<file path="src/rtl/import_resolve_sched.sv">
// Package-import resolution scheduler: per-package name table, one package
// scanned per cycle, reports resolving package or wildcard/export conflict.
// Ports: clk, rst_n (sync, active-low); wc_en; cfg_we/pkg/name/val, cfg_ready;
// req_valid/ready, req_name/explicit/pkg; rsp_valid/ready, rsp_found/pkg,
// rsp_conflict/conflict_pkg. Define RESOLVE_STATS_EN for stat_lookups and
// stat_conflicts saturating counters.
module import_resolve_sched #(
    parameter int NUM_PKG = 4,
    parameter int NAME_W  = 8,
    parameter int PKG_W   = $clog2(NUM_PKG)
) (
`ifdef RESOLVE_STATS_EN
    output logic [15:0]        stat_lookups,
    output logic [15:0]        stat_conflicts,
`endif
    input  logic               clk,
    input  logic               rst_n,
    input  logic [NUM_PKG-1:0] wc_en,
    input  logic               cfg_we,
    input  logic [PKG_W-1:0]   cfg_pkg,
    input  logic [NAME_W-1:0]  cfg_name,
    input  logic               cfg_val,
    output logic               cfg_ready,
    input  logic               req_valid,
    output logic               req_ready,
    input  logic [NAME_W-1:0]  req_name,
    input  logic               req_explicit,
    input  logic [PKG_W-1:0]   req_pkg,
    output logic               rsp_valid,
    input  logic               rsp_ready,
    output logic               rsp_found,
    output logic [PKG_W-1:0]   rsp_pkg,
    output logic               rsp_conflict,
    output logic [PKG_W-1:0]   rsp_conflict_pkg
);

    typedef enum logic [1:0] {IDLE, SCAN, DONE} state_t;

    localparam logic [PKG_W:0] LAST = (PKG_W+1)'(NUM_PKG);

    logic [NUM_PKG-1:0][2**NAME_W-1:0] tbl_q;

    state_t              state_q;
    logic [PKG_W:0]      cnt_q;
    logic                hv_q, hit_q;
    logic [PKG_W-1:0]    hk_q;
    logic [NUM_PKG-1:0]  wc_q;
    logic [NAME_W-1:0]   name_q;
    logic                exp_q;
    logic [PKG_W-1:0]    rpkg_q;
    logic                f_v_q, s_v_q, own_q;
    logic [PKG_W-1:0]    f_pkg_q, s_pkg_q;
    logic                f_v_d, s_v_d, own_d;
    logic [PKG_W-1:0]    f_pkg_d, s_pkg_d;
    logic                fin_found, fin_conf;
    logic [PKG_W-1:0]    fin_pkg, fin_cpkg;

    logic                req_ready_q, cfg_ready_q, rsp_valid_q;
    logic                rsp_found_q, rsp_conflict_q;
    logic [PKG_W-1:0]    rsp_pkg_q, rsp_cpkg_q;
`ifdef RESOLVE_STATS_EN
    logic [15:0]         lk_q, cf_q;
`endif

    // Writes are only honoured in IDLE so a scan always sees a frozen table.
    always_ff @(posedge clk) begin
        if (!rst_n) begin
            tbl_q <= '0;
        end else if (cfg_we && cfg_ready_q) begin
            tbl_q[cfg_pkg][cfg_name] <= cfg_val;
        end
    end

    // Table bit read in one SCAN cycle is folded in the next (hv_q/hit_q),
    // which is why the scan takes one drain cycle after the last package.
    // In explicit mode the requested package is tracked separately (own)
    // and f_* collects only competing wildcard candidates.
    always_comb begin
        f_v_d   = f_v_q;
        f_pkg_d = f_pkg_q;
        s_v_d   = s_v_q;
        s_pkg_d = s_pkg_q;
        own_d   = own_q;
        if (hv_q) begin
            if (exp_q && hk_q == rpkg_q) begin
                own_d = hit_q;
            end else if (hit_q && wc_q[hk_q]) begin
                if (!f_v_q) begin
                    f_v_d   = 1'b1;
                    f_pkg_d = hk_q;
                end else if (!s_v_q) begin
                    s_v_d   = 1'b1;
                    s_pkg_d = hk_q;
                end
            end
        end
    end

    always_comb begin
        fin_found = exp_q ? own_d : f_v_d;
        fin_pkg   = exp_q ? (own_d ? rpkg_q : '0) : f_pkg_d;
        fin_conf  = exp_q ? (own_d & f_v_d) : s_v_d;
        fin_cpkg  = exp_q ? (fin_conf ? f_pkg_d : '0) : s_pkg_d;
    end

    always_ff @(posedge clk) begin
        if (!rst_n) begin
            state_q        <= IDLE;
            cnt_q          <= '0;
            hv_q           <= 1'b0;
            hit_q          <= 1'b0;
            hk_q           <= '0;
            wc_q           <= '0;
            name_q         <= '0;
            exp_q          <= 1'b0;
            rpkg_q         <= '0;
            f_v_q          <= 1'b0;
            s_v_q          <= 1'b0;
            own_q          <= 1'b0;
            f_pkg_q        <= '0;
            s_pkg_q        <= '0;
            req_ready_q    <= 1'b1;
            cfg_ready_q    <= 1'b1;
            rsp_valid_q    <= 1'b0;
            rsp_found_q    <= 1'b0;
            rsp_pkg_q      <= '0;
            rsp_conflict_q <= 1'b0;
            rsp_cpkg_q     <= '0;
`ifdef RESOLVE_STATS_EN
            lk_q           <= '0;
            cf_q           <= '0;
`endif
        end else begin
            unique case (state_q)
                IDLE: begin
                    if (req_valid) begin
                        state_q     <= SCAN;
                        cnt_q       <= '0;
                        hv_q        <= 1'b0;
                        wc_q        <= wc_en;
                        name_q      <= req_name;
                        exp_q       <= req_explicit;
                        rpkg_q      <= req_pkg;
                        f_v_q       <= 1'b0;
                        s_v_q       <= 1'b0;
                        own_q       <= 1'b0;
                        f_pkg_q     <= '0;
                        s_pkg_q     <= '0;
                        req_ready_q <= 1'b0;
                        cfg_ready_q <= 1'b0;
                    end
                end
                SCAN: begin
                    f_v_q   <= f_v_d;
                    f_pkg_q <= f_pkg_d;
                    s_v_q   <= s_v_d;
                    s_pkg_q <= s_pkg_d;
                    own_q   <= own_d;
                    if (cnt_q == LAST) begin
                        hv_q           <= 1'b0;
                        state_q        <= DONE;
                        rsp_valid_q    <= 1'b1;
                        rsp_found_q    <= fin_found;
                        rsp_pkg_q      <= fin_pkg;
                        rsp_conflict_q <= fin_conf;
                        rsp_cpkg_q     <= fin_cpkg;
                    end else begin
                        hit_q <= tbl_q[cnt_q[PKG_W-1:0]][name_q];
                        hk_q  <= cnt_q[PKG_W-1:0];
                        hv_q  <= 1'b1;
                        cnt_q <= cnt_q + 1'b1;
                    end
                end
                DONE: begin
                    if (rsp_ready) begin
                        state_q     <= IDLE;
                        rsp_valid_q <= 1'b0;
                        req_ready_q <= 1'b1;
                        cfg_ready_q <= 1'b1;
`ifdef RESOLVE_STATS_EN
                        if (lk_q != 16'hFFFF) lk_q <= lk_q + 16'd1;
                        if (rsp_conflict_q && cf_q != 16'hFFFF)
                            cf_q <= cf_q + 16'd1;
`endif
                    end
                end
                default: state_q <= IDLE;
            endcase
        end
    end

    assign req_ready        = req_ready_q;
    assign cfg_ready        = cfg_ready_q;
    assign rsp_valid        = rsp_valid_q;
    assign rsp_found        = rsp_found_q;
    assign rsp_pkg          = rsp_pkg_q;
    assign rsp_conflict     = rsp_conflict_q;
    assign rsp_conflict_pkg = rsp_cpkg_q;
`ifdef RESOLVE_STATS_EN
    assign stat_lookups     = lk_q;
    assign stat_conflicts   = cf_q;
`endif

endmodule

</file>
<file path="config.mk">
export PLATFORM = sky130hd
export DESIGN_NAME = import_resolve_sched
export DESIGN_NICKNAME = d
export VERILOG_FILES = /design/src/rtl/import_resolve_sched.sv
export SDC_FILE = /design/constraint.sdc
export NUM_CORES = 2
export LEC_CHECK = 0
export BUFFER_PORTS_ARGS = -buffer_cell sky130_fd_sc_hd__buf_4
export CAP_MARGIN = 20
export CORE_UTILIZATION = 40
export CTS_CLUSTER_SIZE = 10
export DETAILED_ROUTE_END_ITERATION = 16
export HOLD_SLACK_MARGIN = 0.15
export MAX_ROUTING_LAYER = met4
export PLACE_DENSITY = 0.63
export SKIP_LAST_GASP = 1
export SYNTH_ARGS = -nofsm -noshare
export SYNTH_HDL_FRONTEND = slang
export SYNTH_SLANG_ARGS = --single-unit
</file>
<file path="constraint.sdc">
create_clock -name clk -period 4.8 [get_ports clk]
set_clock_uncertainty 0.15 [all_clocks]
set_input_delay 0.24 -clock clk [delete_from_list [all_inputs] [get_ports clk]]
set_output_delay 0.24 -clock clk [all_outputs]
set_load 0.005 [all_outputs]
</file>
# == Word level (Yosys, flattened, before mapping) ==
# Index checks and enable logic that the tools add are counted.
# totals
reg_bits,1063
wordCells,115
in_bits,31
# classes
n_reduce_logical,17
n_mux,56
magnitude_cmp,7
n_addsub,1
bitwise,2
n_eq_ne,8
# op_table
operator,n
$bwmux W1024,1
$bmux W256 S2,1
$demux W256 S2,1
$mux W256,2
$mux W2,17
$mux W1,19
$lt A8 B9 Y1 const B,2
$pmux W1 S2,6
$reduce_and A3 Y1,4
$lt A2 B3 Y1 const B,3
$bmux W1 S8,1
$demux W1 S8,1
$ge A8 B1 Y1 const B,1
$ne A2 B2 Y1 const B,4
$pmux W2 S2,2
$reduce_and A2 Y1,4
$mux W3,2
$pmux W2 S3,1
$pmux W3 S2,1
$reduce_bool A2 Y1,3
$logic_and A1 B1 Y1,5
$add A3 B1 Y3 const B,1
$eq A3 B3 Y1 const B,1
$bmux W1 S2,1
other kinds (7),7

# == Depth between registers and ports, before layout ==
# depth
depth_word,10
ltp_mapped,15
depth_no_buf,9

# == Worst setup path before layout ==
# OpenSTA, ideal clock, no wires.
# synth_timing
path_type,register to register
startpoint,reg cnt_q[0]
endpoint,reg hit_q
path_stages_with_launch,16
required_ns,4.575
path_slack_ns,1.926
arrival_time_ns,2.649
setup_time_ns,0.075
cell_sequence,dfxtp_1 > buf_6 > buf_12 > buf_12 > buf_6 > buf_6 > buf_4 > inv_1 > ha_1 > a21oi_1 > nand3_1 > nor3_1 > a21oi_1 > a221oi_1 > a31oi_1 > o22ai_1
# synth_between
elab_chain_len,4
word_cells_on_any_way,7
# synth_rtl
element,line_no,rtl
from (decl),44,logic [PKG_W:0] cnt_q;
from (signal assigned),171,cnt_q <= cnt_q + 1'b1;
$bmux W256 S2,168,hit_q <= tbl_q[cnt_q[PKG_W-1:0]][name_q];
$mux W256 (not written as such),168,
$bmux W1 S8,168,
$mux W1 (not written as such),168,
to (signal assigned),168,
to (decl),45,"logic hv_q, hit_q;"
# Parallel ways exist; a longest one is shown, timed or not. The select of a mux whose other input is x is not followed.
# A chain may end at the register's enable or synchronous reset.

# == Worst setup path after layout ==
# layout_timing
startpoint,reg name_q[0]
endpoint,reg hit_q
# layout_between
elab_chain_len,2
# layout_rtl
element,line_no,rtl
from (decl),48,logic [NAME_W-1:0] name_q;
from (signal assigned),141,name_q <= req_name;
$bmux W1 S8,168,
$mux W1 (not written as such),168,
# Every way passes these cells. The select of a mux whose other input is x is not followed.

==> out/metrics.cfg <==
[status]
status = finished, final reports clean

[placement]
io_buffers = 39
gp_congestion = 0.872
hpwl_mm = 112

[critical_path]
endpoint_kind = flop
required_ns = 5.25
worst-setup-path-type = flop to flop
cp.arrival_ns = 4.69
critPathLaunch = name_q[0]
regToRegSetupSlack_ns = 0.56
crit_path_start_kind = flop
r2r_start = name_q[0]
crit_path_max_fanout = 42

[sta]
hold_viol_final = 0
maxSlewHeadroom_pct = 17.5
setup_viol = 0
hold_ws_ns = 0.211
rsz0062_at_grt = false
tightest_slew_ns = 1.23
fin_crit_sh_pct = 88.4
period_needed_ns = 4.24
max_freq_mhz = 236
tns_ns = 0
final_max_slew_viol_count = 0

[routing]
via_per_inst = 6.55
wl_per_cell_um = 25.9
drcViolationCount = 0
num_vias = 49900
drtIter0Drc = 6939
drt_first_pass_iters = 6
postRouteAntennaNets = 0
finalWirelength_mm = 197

[synthesis]
synthAdderAreaFrac_pct = 0.0471
synth_nets = 6143
ys_async_sr_fraction_pct = 0
avgSynthCellArea_um2 = 8.70
synth_edf_count = 0
ys_warn_count = 0
syn_area_mm2 = 0.0532
yosysSeqAreaShare_pct = 40.0
synth_xor_area_share_pct = 0.0659
synthCells = 6110
synth_simple_gate_area_share_pct = 15.6
ys.flop_type = dfxtp_1
synth_cell_type_count = 62
yosys-mux-area-fraction_pct = 11.4
synth_top_family_by_area = compound AO/OA/AOI/OAI gates
synth.ff_latch_count = 1063
synth_compound_area_share_pct = 27.5

[die]
die_w_um = 367
coreArea_mm2 = 0.132
dieArea_mm2 = 0.134
ioPinCount = 40
fp-row-count = 133
die_h_um = 367
start_util_pct = 40.4

[clock_network]
clk_pin_slew_ns = 0.06
cts_setup_buffers = 0
tritoncts = built
cts.sinks = 1063
cts_buffers = 120
root_buffer = clkbuf_16
h-tree-depth = 3
cts.path.max_buffers = 3
clock_latency_ns = 0.73

[worst_hold_path]
hold_start = req_valid
hp-class = input pin to flop

[global_route]
grt-ovfl-total = 0
grt_start_max_net_pins = 235
grt_antenna_before_repair = 6
grt_pass1_vias = 47200
grt_usage_pct = 29.0
grt_pass1_wl_mm = 298

[cells_and_area]
layout.nets = 5860
utilization_pct = 44.3
syn_to_final_growth_pct = 9.76
drive_gt1_share_pct = 9.90
nFillCells = 12600

[pwr]
power_density_mw_per_mm2 = 319
p_leak_nw = 16.7
ir_worst_vdd_mv = 0.264

[job]
drv_cap = 0

==> routing by layer <==
layer | global-route usage [%] | routed length [um] | up-vias
li1 | - | - | 21800
met1 | 37.4 | 78600 | 24500
met2 | 43.9 | 88200 | 3041
met3 | 5.61 | 21200 | 547
met4 | 13.3 | 9360 | 0
met5 | - | 0 | -
==> timing repair <==
action | in CTS | in global routing
resized for setup | 0 | 0
endpoints found under the setup margin | 0 | 0
hold endpoints to repair | 347 | 0
hold buffers | 52 | 0
==> through the flow <==
step	total power, mW	setup slack [ns]	instance area [um2]	cells
floorplan	9.95	1.93	53200	6110
global placement	10.5	0.627	54600	7406
detailed placement	10.5	0.670	54600	7407
global route	19.1	0.378	58400	7627
finish	18.6	0.558	58400	7628
CTS	18.6	0.633	58300	7623
==> Yosys cell counts, types with 17 or more instances <==
library cell,instances,share of area [%]
o21ai_0,1043,9.8
buf_4,20,0.28
nand3_1,1048,9.9
buf_6,23,0.49
o221ai_1,30,0.49
nor2b_1,23,0.27
buf_2,25,0.24
clkbuf_1,533,3.8
mux2i_1,81,1.5
mux4_2,206,8.7
nand2_1,338,2.4
a21oi_1,44,0.41
mux4_1,23,1.1
nand2b_1,18,0.21
a22oi_1,49,0.69
nor2_1,294,2.1
buf_1,28,0.20
nor3_1,17,0.16
a21boi_0,1044,15
dfxtp_1,1063,40
==> critical path, cell delays in order, from the launching register on <==
cell and delay [ns]:
dfxtp_4 0.89, buf_4 0.45, mux4_1 0.62, a22oi_1 0.20, a21oi_1 0.11, nor4_1 0.79, o22ai_1 0.20, o21ai_1 0.28
o31a_1 0.29, o22ai_1 0.10
==> final cells by class <==
class	instances	area (um2)	area share (%)
antenna	4	10.0	0.0171
clock buffer	158	3190	5.46
clock inverter	6	55.1	0.0943
inverter	7	26.3	0.0450
multi-input combinational	4401	29200	50.1
sequential	1063	21300	36.5
tap	1755	2200	3.76
timing repair buffer	234	2360	4.05
==> cell families (layout without fill, tap and decap cells) <==
group,count (synthesis),after routing
flops,1063,1063
other cells,0,4
buf+inv,646,405
fa+ha+maj,2,2
compound gates,2299,2299
simple gates,1784,1784
xor+xnor,4,4
mux,312,312
==> sequential cells by signal, summed over array words and instances (netlist names), 2 cells and up <==
signal,flops
hk_q,2
rsp_conflict_pkg,2
cnt_q,3
wc_q,4
rsp_pkg,2
state_q,2
name_q,8
s_pkg_q,2
tbl_q,1024
rpkg_q,2
f_pkg_q,2
==> layout by cell type (no fill, tap or decap), drive strengths merged, types with 3 or more instances in the layout <==
cell type	count
a211oi	16
a21boi	1044
a21oi	44
a221oi	9
a22o	16
a22oi	49
a31oi	3
a32oi	3
and2	7
and3	3
buf	182
clkbuf	158
dfxtp	1063
diode	4
dlygate4sd3	52
inv	10
mux2i	81
mux4	229
nand2	338
nand2b	18
nand3	1048
nand4	11
nor2	295
nor2b	23
nor3	17
nor3b	5
nor4	8
o211a	4
o211ai	7
o21ai	1047
o221ai	30
o22ai	16
or2	3
xnor2	3
==> report_power, final <==
group	internal [mW]	total, mW	switching (mW)	leakage, nW
Combinational	0.418	1.53	1.11	6.54
Sequential	8.84	8.89	0.0492	8.56
Clock	4.53	8.21	3.68	1.57
Total	13.8	18.6	4.83	16.7
==> path summary, 6_finish.rpt <==
check | to | depth (start not counted)
worst min register to register | tbl_q[343] | 2
worst max register to register | hit_q | 9
worst min-delay path | cnt_q[1] | 6
worst max-delay path | hit_q | 9
(Power assumes the default switching activity.)
